[config.mk]
export PLATFORM = sky130hd
export DESIGN_NAME = arcino_multdiv_ctrl
export DESIGN_NICKNAME = d
export VERILOG_FILES = /design/src/rtl/arcino_multdiv_ctrl.sv
export SDC_FILE = /design/constraint.sdc
export NUM_CORES = 1
export LEC_CHECK = 0
export CAP_MARGIN = 0
export CORE_ASPECT_RATIO = 1.25
export CORE_UTILIZATION = 35
export DETAILED_ROUTE_END_ITERATION = 8
export PLACE_DENSITY_LB_ADDON = 0.2
export SKIP_LAST_GASP = 1
export SLEW_MARGIN = 10
export SYNTH_ARGS = -nofsm -noshare
export SYNTH_HDL_FRONTEND = slang
export SYNTH_SLANG_ARGS = --single-unit
export TNS_END_PERCENT = 100
[constraint.sdc]
create_clock -name clk_i -period 1.6 [get_ports clk_i]
set_input_delay 0.48 -clock clk_i [delete_from_list [all_inputs] [get_ports clk_i]]
set_output_delay 0.48 -clock clk_i [all_outputs]
set_load 0.005 [all_outputs]
[src/rtl/arcino_multdiv_ctrl.sv]
// Issue/writeback controller in front of the iterative RV32M multiply/divide engine.
// Latches one request, keeps the engine enabled until it reports ready, then hands the result to writeback.
module arcino_multdiv_ctrl #(
    parameter int RD_W = 5
) (
    input  logic            clk_i,
    input  logic            rst_i,
    input  logic            req_valid_i,
    output logic            req_ready_o,
    input  logic [2:0]      req_funct3_i,
    input  logic [31:0]     req_op_a_i,
    input  logic [31:0]     req_op_b_i,
    input  logic [RD_W-1:0] req_rd_i,
    input  logic            kill_i,
    output logic            mult_en_o,
    output logic            div_en_o,
    output logic [1:0]      operator_o,
    output logic [1:0]      signed_mode_o,
    output logic [31:0]     op_a_o,
    output logic [31:0]     op_b_o,
    input  logic [31:0]     multdiv_result_i,
    input  logic            multdiv_ready_i,
    output logic            wb_valid_o,
    input  logic            wb_ready_i,
    output logic [31:0]     wb_data_o,
    output logic [RD_W-1:0] wb_rd_o,
    output logic            busy_o
);

    typedef enum logic [1:0] {
        IDLE  = 2'd0,
        RUN   = 2'd1,
        RESP  = 2'd2,
        DRAIN = 2'd3
    } state_e;

    typedef enum logic [1:0] {
        MD_OP_MULL = 2'd0,
        MD_OP_MULH = 2'd1,
        MD_OP_DIV  = 2'd2,
        MD_OP_REM  = 2'd3
    } md_op_e;

    state_e          state_reg, state_next;
    logic [2:0]      funct3_reg;
    logic [31:0]     op_a_reg;
    logic [31:0]     op_b_reg;
    logic [RD_W-1:0] rd_reg;
    logic [31:0]     result_reg;
    logic            accept;
    logic            capture;
    logic            engine_on;
    md_op_e          operator_dec;
    logic [1:0]      signed_mode_dec;

    // Operator and signedness come from the latched funct3, so they cannot move mid-operation.
    always_comb begin
        operator_dec    = MD_OP_MULL;
        signed_mode_dec = 2'b00;
        unique case (funct3_reg)
            3'b000: begin operator_dec = MD_OP_MULL; signed_mode_dec = 2'b00; end
            3'b001: begin operator_dec = MD_OP_MULH; signed_mode_dec = 2'b11; end
            3'b010: begin operator_dec = MD_OP_MULH; signed_mode_dec = 2'b01; end
            3'b011: begin operator_dec = MD_OP_MULH; signed_mode_dec = 2'b00; end
            3'b100: begin operator_dec = MD_OP_DIV;  signed_mode_dec = 2'b11; end
            3'b101: begin operator_dec = MD_OP_DIV;  signed_mode_dec = 2'b00; end
            3'b110: begin operator_dec = MD_OP_REM;  signed_mode_dec = 2'b11; end
            3'b111: begin operator_dec = MD_OP_REM;  signed_mode_dec = 2'b00; end
            default: begin operator_dec = MD_OP_MULL; signed_mode_dec = 2'b00; end
        endcase
    end

    always_comb begin
        state_next = state_reg;
        accept     = 1'b0;
        capture    = 1'b0;
        unique case (state_reg)
            IDLE: begin
                if (req_valid_i && !kill_i) begin
                    accept     = 1'b1;
                    state_next = RUN;
                end
            end
            RUN: begin
                // The multiply result is only valid during the ready cycle, so grab it there.
                if (multdiv_ready_i) begin
                    capture    = 1'b1;
                    state_next = kill_i ? IDLE : RESP;
                end else if (kill_i) begin
                    state_next = DRAIN;
                end
            end
            DRAIN: begin
                if (multdiv_ready_i) begin
                    state_next = IDLE;
                end
            end
            RESP: begin
                if (kill_i || wb_ready_i) begin
                    state_next = IDLE;
                end
            end
            default: state_next = IDLE;
        endcase
    end

    always_ff @(posedge clk_i) begin
        if (rst_i) begin
            state_reg  <= IDLE;
            funct3_reg <= 3'b000;
            op_a_reg   <= 32'd0;
            op_b_reg   <= 32'd0;
            rd_reg     <= '0;
            result_reg <= 32'd0;
        end else begin
            state_reg <= state_next;
            if (accept) begin
                funct3_reg <= req_funct3_i;
                op_a_reg   <= req_op_a_i;
                op_b_reg   <= req_op_b_i;
                rd_reg     <= req_rd_i;
            end
            if (capture) begin
                result_reg <= multdiv_result_i;
            end
        end
    end

    // The engine has no abort, so DRAIN keeps it enabled until it finishes on its own.
    assign engine_on     = (state_reg == RUN) || (state_reg == DRAIN);
    assign mult_en_o     = engine_on && ((operator_dec == MD_OP_MULL) || (operator_dec == MD_OP_MULH));
    assign div_en_o      = engine_on && ((operator_dec == MD_OP_DIV) || (operator_dec == MD_OP_REM));
    assign operator_o    = operator_dec;
    assign signed_mode_o = signed_mode_dec;
    assign op_a_o        = op_a_reg;
    assign op_b_o        = op_b_reg;
    assign req_ready_o   = (state_reg == IDLE);
    assign wb_valid_o    = (state_reg == RESP);
    assign wb_data_o     = result_reg;
    assign wb_rd_o       = rd_reg;
    assign busy_o        = (state_reg != IDLE);

endmodule

==> results of run 1 <==
## kinds of logic after synthesis
group | count (synthesis) | share of synthesized area
flops | 110 | 0.555
compound gates | 114 | 0.147
buf+inv | 42 | 0.0612
mux | 2 | 0.00505
fa+ha+maj | 2 | 0.00631
simple gates | 223 | 0.225
## where the power goes
part | leakage (uW) | internal [uW] | total (uW) | switching [uW]
logic | 0.00201 | 549 | 935 | 387
clock network | 0.000137 | 1210 | 2170 | 962
registers | 0.000906 | 2860 | 2920 | 65.2
## Yosys cell counts (all sizes together) (2+ instances only)
| library cell | count | area share |
|---|---|---|
| nand3 | 2 | 0.0025 |
| a21o | 2 | 0.0038 |
| nand3b | 3 | 0.0057 |
| buf | 19 | 0.039 |
| a21oi | 107 | 0.14 |
| ha | 2 | 0.0063 |
| mux2i | 2 | 0.0050 |
| dfxtp | 110 | 0.56 |
| nor2b | 5 | 0.0079 |
| clkbuf | 17 | 0.016 |
| inv | 6 | 0.0057 |
| nand2 | 206 | 0.20 |
## path summary, 6_finish.rpt
kind                              start                    endpoint  slack (ns)  depth (start not counted)
max           state_reg[1]$_SDFFE_PP0P_    signed_mode_o[0]$_DFF_P_       -0.16                          7
min          wb_data_o[23]$_SDFFE_PP0P_  wb_data_o[23]$_SDFFE_PP0P_        0.45                          2
max reg2reg   state_reg[1]$_SDFFE_PP0P_    signed_mode_o[0]$_DFF_P_       -0.16                          7
min reg2reg  wb_data_o[23]$_SDFFE_PP0P_  wb_data_o[23]$_SDFFE_PP0P_        0.45                          2
## per-stage QoR
stage / cell area (um2) / setup slack [ns] / TNS, ns / util
detailed placement: 6350 / -0.571 / -40.16 / 0.573
CTS: 6870 / -0.137 / -3.27 / 0.620
global placement: 6350 / -0.544 / -36.51 / 0.573
finish: 6950 / -0.162 / -1.58 / 0.627
global route: 6950 / -0.231 / -7.08 / 0.627
floorplan: 3970 / -0.137 / -0.246 / -
## critical path, delay by kind of cell, from the launching register on
kind,cells,cell delay (ns)
AND/OR/NAND/NOR,2,0.69
flip-flops,1,0.35
adder cells (fa/ha/maj),1,0.26
buffers and inverters,2,0.18
AO/OA/AOI/OAI,2,0.18
## layout make-up
class	count	share of cell area
well taps	135	0.0243
clock inverters	4	0.00684
repair buffers	254	0.355
multi-input cells	341	0.256
clock buffers	12	0.0340
flip-flops and latches	110	0.321
inverters	6	0.00324
## cell usage in the layout (no fill, tap or decap), types with 2 or more instances in the layout
| cell | netlist | final |
|---|---|---|
| nand2_4 | 0 | 18 |
| buf_4 | 7 | 20 |
| buf_16 | 0 | 2 |
| clkdlybuf4s50_1 | 0 | 106 |
| nand3_1 | 2 | 2 |
| clkbuf_16 | 0 | 9 |
| buf_2 | 5 | 5 |
| buf_6 | 7 | 5 |
| nand2_2 | 0 | 9 |
| dfxtp_1 | 110 | 89 |
| nand2_1 | 206 | 179 |
| inv_1 | 6 | 5 |
| a21o_1 | 2 | 2 |
| a21oi_2 | 0 | 20 |
| nand3b_1 | 3 | 3 |
| dfxtp_2 | 0 | 19 |
| clkinv_2 | 0 | 2 |
| buf_12 | 0 | 9 |
| clkbuf_1 | 17 | 3 |
| a21oi_1 | 107 | 87 |
| dlygate4sd2_1 | 0 | 107 |
| dfxtp_4 | 0 | 2 |
| nor2b_1 | 5 | 4 |
## metal layers
metal,vias up,wire length (um),GRT usage
met5,-,0,0
met4,0,379,0.0970
met3,28,655,0.0467
met2,142,6560,0.387
met1,1919,4920,0.227
li1,2042,-,-
## repair_timing
item,CTS,global route
cloned,4,0
buffers inserted,12,1
setup endpoints to repair,183,78
pin swaps,29,25
endpoints found under the hold margin,0,0
gates resized for setup,191,43
==> results by group, run 1 <==
Worst setup path
  • CP Cell Sequence: buf_6 > or4b_4 > nand2_2 > a21o_1 > ha_2 > inv_1 > a21oi_2
  • WP data arrival: roughly 2.0 ns
  • CP Class: reg2reg
  • Critical Path Max Stage Delay: ~0.58 ns
  • Slowest CP cell: or4b_4
  • Crit path max fanout: 4
  • Worst setup EP type: flop
  • CP Launch Type: flop
  • CP Data Required Time: 1.83 ns

Routing
  • Residual DRC: 0
  • Vias: between 4000 and 5000
  • Via density: between 4 and 5
  • Routed len/inst: between 10 and 15 um
  • TritonRoute pass-1 iters: 6
  • DR iter-0 viols: 95
  • Final ANT Viol Nets: 0
  • Wirelength, routed: between 10 and 15 mm

Synthesis
  • Gate Count Post-Synth: 493
  • Ys Warns: 0
  • Post-synthesis cell area: slightly below 4000 um2
  • Yosys reg bits: 110
  • Post-synth ARST share: 0
  • Net count after synthesis: between 600 and 700
  • Seq/Total Area, Yosys: 0.555
  • EDFF count, synth: 0
  • Synth Flop Type: dfxtp_1
  • Yosys cell types: 26
  • Syn Area/Cell: around 8.0 um2

Global routing
  • Total track usage: 0.210
  • Total grt overflow: 0
  • Initial antenna violation count: 0
  • Largest net degree at the start of global routing: 40
  • Vias in the first global route: slightly above 4000
  • First-pass GRT wire length: just under 20 mm

Finish
  • Diodes inserted: 0
  • Share of cells above drive strength 1: 0.177
  • Reg area: ~2200 um2
  • Multi-input gate area: approximately 1800 um2
  • Fillers: roughly 1000
  • Area Growth Syn to Fin: 75.4%
  • NumNets Final: about 830
  • Final non-filler cell total: 862

CTS
  • H-tree Lvls: 3
  • CTS tree: done
  • Clk sinks: 110
  • Num CTS Buffers: 9
  • Latest clock arrival within the worst-skew pair: about 0.34 ns
  • Hold_buf cts: 0
  • CTS Buffer Depth: 2
  • CTS Root Cell: clkbuf_16
  • Reg clk slew, reported paths: 0.07 ns

Power
  • Total Power: roughly 6000 uW
  • Static leakage: 0.00306 uW
  • Pwr/cell area: 867 nW/um2
  • Worst vdd ir: about 0.47 mV

Floorplanning
  • Die area: around 12000 um2
  • Row count: 43
  • Die H: 121 um
  • Chip Width: ~97 um
  • Core Area: between 10000 and 15000 um2
  • Initial Util: 0.358
  • I/O pins: 220

STA
  • Fin crit share: 1.10
  • Count of final setup violators: 56
  • Minimum clock period: roughly 1.8 ns
  • Maximum clock frequency: between 500 and 600 MHz
  • Final Hold Viols: 0
  • Post-route clock skew: between 0.006 and 0.007 ns
  • Worst-Margin Slew: around 0.37 ns
  • Hold_ws: 0.451 ns
  • Max-slew violations: 0
  • Setup ws final: -0.162 ns
  • Normalized max-slew margin: 0.750
  • Unrepaired setup endpoints after global routing: yes

Placed design
  • PortBufs: about 220
  • Placed insts: 834
  • Routability Congestion: 0.793
  • Post-DP HPWL: roughly 8.7 mm

Status
  • Status: finished, violations left
  • Failing checks: negative setup slack

Hold path
  • Hold Path Class: reg2reg

Job
  • Max_cap viols: 0
No activity file was read; power rests on OpenSTA's default activity.
==> run 2: changes to the inputs <==
CORE_MARGIN = 2   (was not set)
CORE_UTILIZATION = 45   (was 35)
DONT_BUFFER_PORTS = 1   (was not set)
==> run 2 against run 1 <==
Net effect:
- the run still ends with negative setup slack left
- power decreased by 21%
- clock skew is 0.00061 ns higher
- final area shrank 38%
- non-clock buffer count shrank 232
- final cell count fell by 29%
- setup slack improved by 0.13 ns
- combinational power down 65%
- first-iteration DRC count decreased by 2.1%
- sequential share of layout area grew 19 points
- largest cell class is now registers
==> results by group, run 2 (synthesis gave the netlist of run 1 again) <==
Status
  • Status: finished, violations left (unchanged)
  • Failing checks: negative setup slack (unchanged)

Floorplanning
  • Core Area: 8610 um2 (was 11100 um2)
  • Row count: 38 (was 43)
  • I/O pins: 220 (unchanged)
  • Die H: 109 um (was 121 um)
  • Chip Width: 88.0 um (was 97.2 um)
  • Initial Util: 0.461 (was 0.358)
  • Die area: 9580 um2 (was 11800 um2)

Worst setup path
  • Crit path max fanout: 5 (was 4)
  • WP data arrival: 1.15 ns (was 1.99 ns)
  • R2R cell count: 8 (was 7)
  • R2r startpoint: state_reg[0]$_SDFFE_PP0P_ (was state_reg[1]$_SDFFE_PP0P_)
  • CP Data Required Time: 1.12 ns (was 1.83 ns)
  • Worst setup EP type: primary output (was flop)
  • CP Launch Type: flop (unchanged)
  • CP Class: reg2out (was reg2reg)
  • Slack of the worst reg-to-reg path: 0.01 ns (was -0.16 ns)
  • R2r endpoint: signed_mode_o[0]$_DFF_P_ (unchanged)

CTS
  • Num CTS Buffers: 9 (unchanged)
  • H-tree Lvls: 3 (unchanged)
  • CTS tree: done (unchanged)
  • CTS Root Cell: clkbuf_8 (was clkbuf_16)
  • Clk sinks: 110 (unchanged)
  • Reg clk slew, reported paths: 0.09 ns (was 0.07 ns)
  • Hold_buf cts: 0 (unchanged)
  • CTS Buffer Depth: 2 (unchanged)
  • Latest clock arrival within the worst-skew pair: 0.36 ns (was 0.34 ns)

Finish
  • Finished Cell Area: 4350 um2 (was 6950 um2)
  • Most common cell after layout, fill and taps aside: nand2_1 (unchanged)
  • Most frequent cells in the layout: nand2_1 (202), dfxtp_1 (108), a21oi_1 (105) (was nand2_1 (179), dlygate4sd2_1 (107), clkdlybuf4s50_1 (106))
  • Diodes inserted: 0 (unchanged)
  • Share of cells above drive strength 1: 0.0992 (was 0.177)
  • Area Growth Syn to Fin: 9.59% (was 75.4%)
  • NumNets Final: 602 (was 834)

Power
  • Static leakage: 0.00155 uW (was 0.00306 uW)
  • Pwr/cell area: 1090 nW/um2 (was 867 nW/um2)
  • Total Power: 4750 uW (was 6030 uW)
  • Worst vdd ir: 0.539 mV (was 0.469 mV)

Routing
  • Vias: 3118 (was 4131)
  • TritonRoute pass-1 iters: 4 (was 6)
  • Final ANT Viol Nets: 0 (unchanged)
  • Via density: 5.08 (was 4.79)
  • Met2 routed WL: 4.56 mm (was 6.56 mm)
  • Routed len/inst: 14.9 um (was 14.5 um)
  • Wirelength, routed: 9.14 mm (was 12.5 mm)
  • Detail Route met3 WL: 896 um (was 655 um)
  • Highest routed layer: met4 (unchanged)
  • DR iter-0 viols: 93 (was 95)
  • Residual DRC: 0 (unchanged)
  • WL met1: 3.51 mm (was 4.92 mm)

STA
  • Max-slew violations: 0 (unchanged)
  • Maximum clock frequency: 613 MHz (was 568 MHz)
  • Count of final setup violators: 1 (was 56)
  • Final Hold Viols: 0 (unchanged)
  • Normalized max-slew margin: 0.816 (was 0.750)
  • Unrepaired setup endpoints after global routing: yes (unchanged)
  • Fin crit share: 1.02 (was 1.10)
  • Setup ws final: -0.0306 ns (was -0.162 ns)
  • Minimum clock period: 1.63 ns (was 1.76 ns)
  • Hold_ws: 0.174 ns (was 0.451 ns)
  • Post-route clock skew: 0.00695 ns (was 0.00634 ns)
  • Worst-Margin Slew: 0.276 ns (was 0.375 ns)

Job
  • Max_cap viols: 0 (unchanged)

Hold path
  • Hold Path End: op_a_o[3]$_SDFFE_PP0N_ (was wb_data_o[23]$_SDFFE_PP0P_)
  • Hold path startpoint: rst_i (was wb_data_o[23]$_SDFFE_PP0P_)
  • Hold Path Class: in2reg (was reg2reg)
  • Worst hold path cell count: 1 (was 2)

Global routing
  • Initial antenna violation count: 0 (unchanged)
  • Largest net degree at the start of global routing: 113 (was 40)
  • First-pass GRT wire length: 13.4 mm (was 19.7 mm)
  • Vias in the first global route: 2875 (was 4084)
  • Total track usage: 0.180 (was 0.210)
  • Total grt overflow: 0 (unchanged)

Placed design
  • Post-DP HPWL: 6.41 mm (was 8.71 mm)
  • PortBufs: 0 (was 219)
  • Placed inst area: 4070 um2 (was 6350 um2)
  • Routability Congestion: 0.699 (was 0.793)
run 2: final cells by class:
class | count | area (um2)
Fill cell | 865 | 4260
Sequential cell | 110 | 2210
Multi-Input combinational cell | 341 | 1570
Timing Repair Buffer | 22 | 230
Clock buffer | 14 | 163
Tap cell | 120 | 150
Inverter | 6 | 22.5
Clock inverter | 1 | 5.00
run 2: worst max-delay path by stage:
stage,cells after the start,slack (ns),startpoint,to
global route,3,-0.08,state_reg[0]$_SDFFE_PP0P_,req_ready_o
finish,3,-0.03,state_reg[1]$_SDFFE_PP0P_,req_ready_o
floorplan,7,-0.14,kill_i,signed_mode_o[0]$_DFF_P_
CTS,3,-0.06,state_reg[1]$_SDFFE_PP0P_,req_ready_o
detailed placement,6,-0.08,kill_i,signed_mode_o[0]$_DFF_P_
global placement,6,-0.05,kill_i,signed_mode_o[0]$_DFF_P_
run 2: through the flow:
stage                util  cells  setup slack (ns)  TNS (ns)
finish              0.505    614           -0.0306   -0.0306
detailed placement  0.473    592           -0.0845     -1.43
CTS                 0.499    611           -0.0629   -0.0704
global route        0.505    614           -0.0819    -0.198
global placement    0.473    592           -0.0529    -0.918
floorplan               -    493            -0.137    -0.246
run 2: routing by layer:
layer  vias up  global-route usage
li1       1570                   -
met1      1400               0.191
met2       135               0.314
met3        13              0.0643
met4         0              0.0879
met5         -                   0
run 2: worst max-delay path, stage by stage (launching register included):
cell	delay, ns
dfxtp_4	0.37
buf_6	0.12
or2_4	0.24
inv_2	0.06
run 2: timing repair:
| item | in CTS | in global routing |
|---|---|---|
| gates resized for setup | 9 | 9 |
| pin swaps | 6 | 3 |
| setup endpoints to repair | 3 | 9 |
| setup buffers | 4 | 3 |
run 2: where the power goes:
group / internal, uW / leakage (uW) / switching (uW)
clock: 644 / 0.0000865 / 837
combinational: 146 / 0.000562 / 178
sequential: 2850 / 0.000897 / 92.1
==> run 3: changes to the inputs <==
CORE_UTILIZATION = 30   (was 45)
SKIP_CTS_REPAIR_TIMING = 1   (was not set)
==> run 3 against run 2 <==
Net effect:
- the flow still finishes with violations (negative setup slack)
- sequential share of layout area shrank 1.3 points
- via count up 1.2%
- register-to-register slack worse by 0.02 ns
- critical path depth did not move
- flip-flop and latch count stayed put
==> results by group, run 3 (synthesis gave the netlist of run 1 again) <==
Status
  • Status: finished, violations left (unchanged)
  • Failing checks: negative setup slack (unchanged)

CTS
  • H-tree Lvls: 3 (unchanged)
  • CTS Buffer Depth: 2 (unchanged)
  • Clk sinks: 110 (unchanged)
  • Latest clock arrival within the worst-skew pair: 0.34 ns (was 0.36 ns)
  • CTS Root Cell: clkbuf_16 (was clkbuf_8)
  • Num CTS Buffers: 9 (unchanged)
  • CTS tree: done (unchanged)
  • Reg clk slew, reported paths: 0.07 ns (was 0.09 ns)

STA
  • Minimum clock period: 1.63 ns (about the same)
  • Normalized max-slew margin: 0.787 (was 0.816)
  • Unrepaired setup endpoints after global routing: yes (unchanged)
  • Worst-Margin Slew: 0.319 ns (was 0.276 ns)
  • Hold_ws: 0.209 ns (was 0.174 ns)
  • Maximum clock frequency: 613 MHz (about the same)
  • Fin crit share: 1.02 (about the same)
  • Final Hold Viols: 0 (unchanged)
  • Setup ws final: -0.0316 ns (was -0.0306 ns)
  • Final setup TNS: -0.0404 ns (was -0.0306 ns)
  • Post-route clock skew: 0.00586 ns (was 0.00695 ns)
  • Max-slew violations: 0 (unchanged)
  • Count of final setup violators: 2 (was 1)

Worst setup path
  • Slowest CP cell: dfxtp_4 (unchanged)
  • CP Data Required Time: 1.12 ns (about the same)
  • Worst setup EP type: primary output (unchanged)
  • CP Cell Sequence: buf_8 > or2_4 > inv_2 (was buf_6 > or2_4 > inv_2)
  • WP data arrival: 1.15 ns (about the same)
  • CP Launch Type: flop (unchanged)
  • Critical Path Max Stage Delay: 0.36 ns (was 0.37 ns)
  • Crit path max fanout: 6 (was 5)
  • CP Class: reg2out (unchanged)

Floorplanning
  • Chip Width: 107 um (was 88.0 um)
  • Die area: 14200 um2 (was 9580 um2)
  • Die H: 133 um (was 109 um)
  • I/O pins: 220 (unchanged)
  • Row count: 46 (was 38)
  • Core Area: 12800 um2 (was 8610 um2)
  • Initial Util: 0.310 (was 0.461)

Power
  • Static leakage: 0.00156 uW (was 0.00155 uW)
  • Pwr/cell area: 1220 nW/um2 (was 1090 nW/um2)
  • Worst vdd ir: 0.483 mV (was 0.539 mV)
  • Total Power: 5460 uW (was 4750 uW)

Routing
  • Routed len/inst: 15.3 um (was 14.9 um)
  • Wirelength, routed: 10.0 mm (was 9.14 mm)
  • Via density: 4.81 (was 5.08)
  • DR iter-0 viols: 178 (was 93)
  • TritonRoute pass-1 iters: 7 (was 4)
  • Vias: 3156 (was 3118)
  • Final ANT Viol Nets: 0 (unchanged)
  • Residual DRC: 0 (unchanged)

Finish
  • Share of cells above drive strength 1: 0.0820 (was 0.0992)
  • Most frequent cells in the layout: nand2_1 (204), dfxtp_1 (108), a21oi_1 (106) (was nand2_1 (202), dfxtp_1 (108), a21oi_1 (105))
  • Core Util, Final: 0.349 (was 0.505)
  • Diodes inserted: 0 (unchanged)
  • NumNets Final: 597 (was 602)
  • Area Growth Syn to Fin: 12.5% (was 9.59%)
  • Most common cell after layout, fill and taps aside: nand2_1 (unchanged)

Hold path
  • Hold Path Class: in2reg (unchanged)

Global routing
  • Largest net degree at the start of global routing: 113 (unchanged)
  • Total grt overflow: 0 (unchanged)
  • First-pass GRT wire length: 15.6 mm (was 13.4 mm)
  • Initial antenna violation count: 0 (unchanged)
  • Vias in the first global route: 3011 (was 2875)
  • Total track usage: 0.138 (was 0.180)

Job
  • Max_cap viols: 0 (unchanged)

Placed design
  • Routability Congestion: 0.716 (was 0.699)
  • PortBufs: 0 (unchanged)
  • Post-DP HPWL: 7.21 mm (was 6.41 mm)
run 3: power by group:
group / leakage (uW) / internal [uW] / switching, uW
registers: 0.000897 / 2850 / 93.3
clock network: 0.000144 / 1240 / 958
logic: 0.000523 / 135 / 179
run 3: final timing paths:
| kind | from | endpoint | slack (ns) | cells after the start |
|---|---|---|---|---|
| worst max-delay path | state_reg[0]$_SDFFE_PP0P_ | req_ready_o | -0.03 | 3 |
| worst min-delay path | rst_i | op_a_o[0]$_SDFFE_PP0N_ | 0.21 | 1 |
| worst max register to register | state_reg[0]$_SDFFE_PP0P_ | signed_mode_o[0]$_DFF_P_ | -0.01 | 6 |
| worst min register to register | op_a_o[2]$_SDFFE_PP0N_ | op_a_o[2]$_SDFFE_PP0N_ | 0.47 | 2 |
run 3: layout make-up:
cell class	instances	area [um2]
Clock buffer	10	239
Clock inverter	4	48.8
Fill cell	1343	8320
Inverter	6	22.5
Multi-Input combinational cell	341	1550
Sequential cell	110	2210
Tap cell	168	210
Timing Repair Buffer	17	184
run 3: per-layer routing:
metal / vias up / routed length (um) / track usage
met5: - / 0 / 0
met4: 0 / 349 / 0.0657
met3: 22 / 892 / 0.0502
met2: 135 / 4980 / 0.237
met1: 1433 / 3810 / 0.149
li1: 1566 / - / -
run 3: per-stage QoR:
stage	std cells	cell area, um2	setup WS, ns
after global routing	656	4460	-0.0880
after CTS	653	4400	-0.174
after global placement	639	4110	-0.0716
after floorplan	493	3970	-0.137
final	656	4460	-0.0316
after detailed placement	639	4110	-0.0888
run 3: critical path: cells and delay by family (launching register included):
| kind | cells | cell delay (ns) |
|---|---|---|
| AND/OR/NAND/NOR | 1 | 0.27 |
| buffers and inverters | 2 | 0.18 |
| flip-flops | 1 | 0.36 |
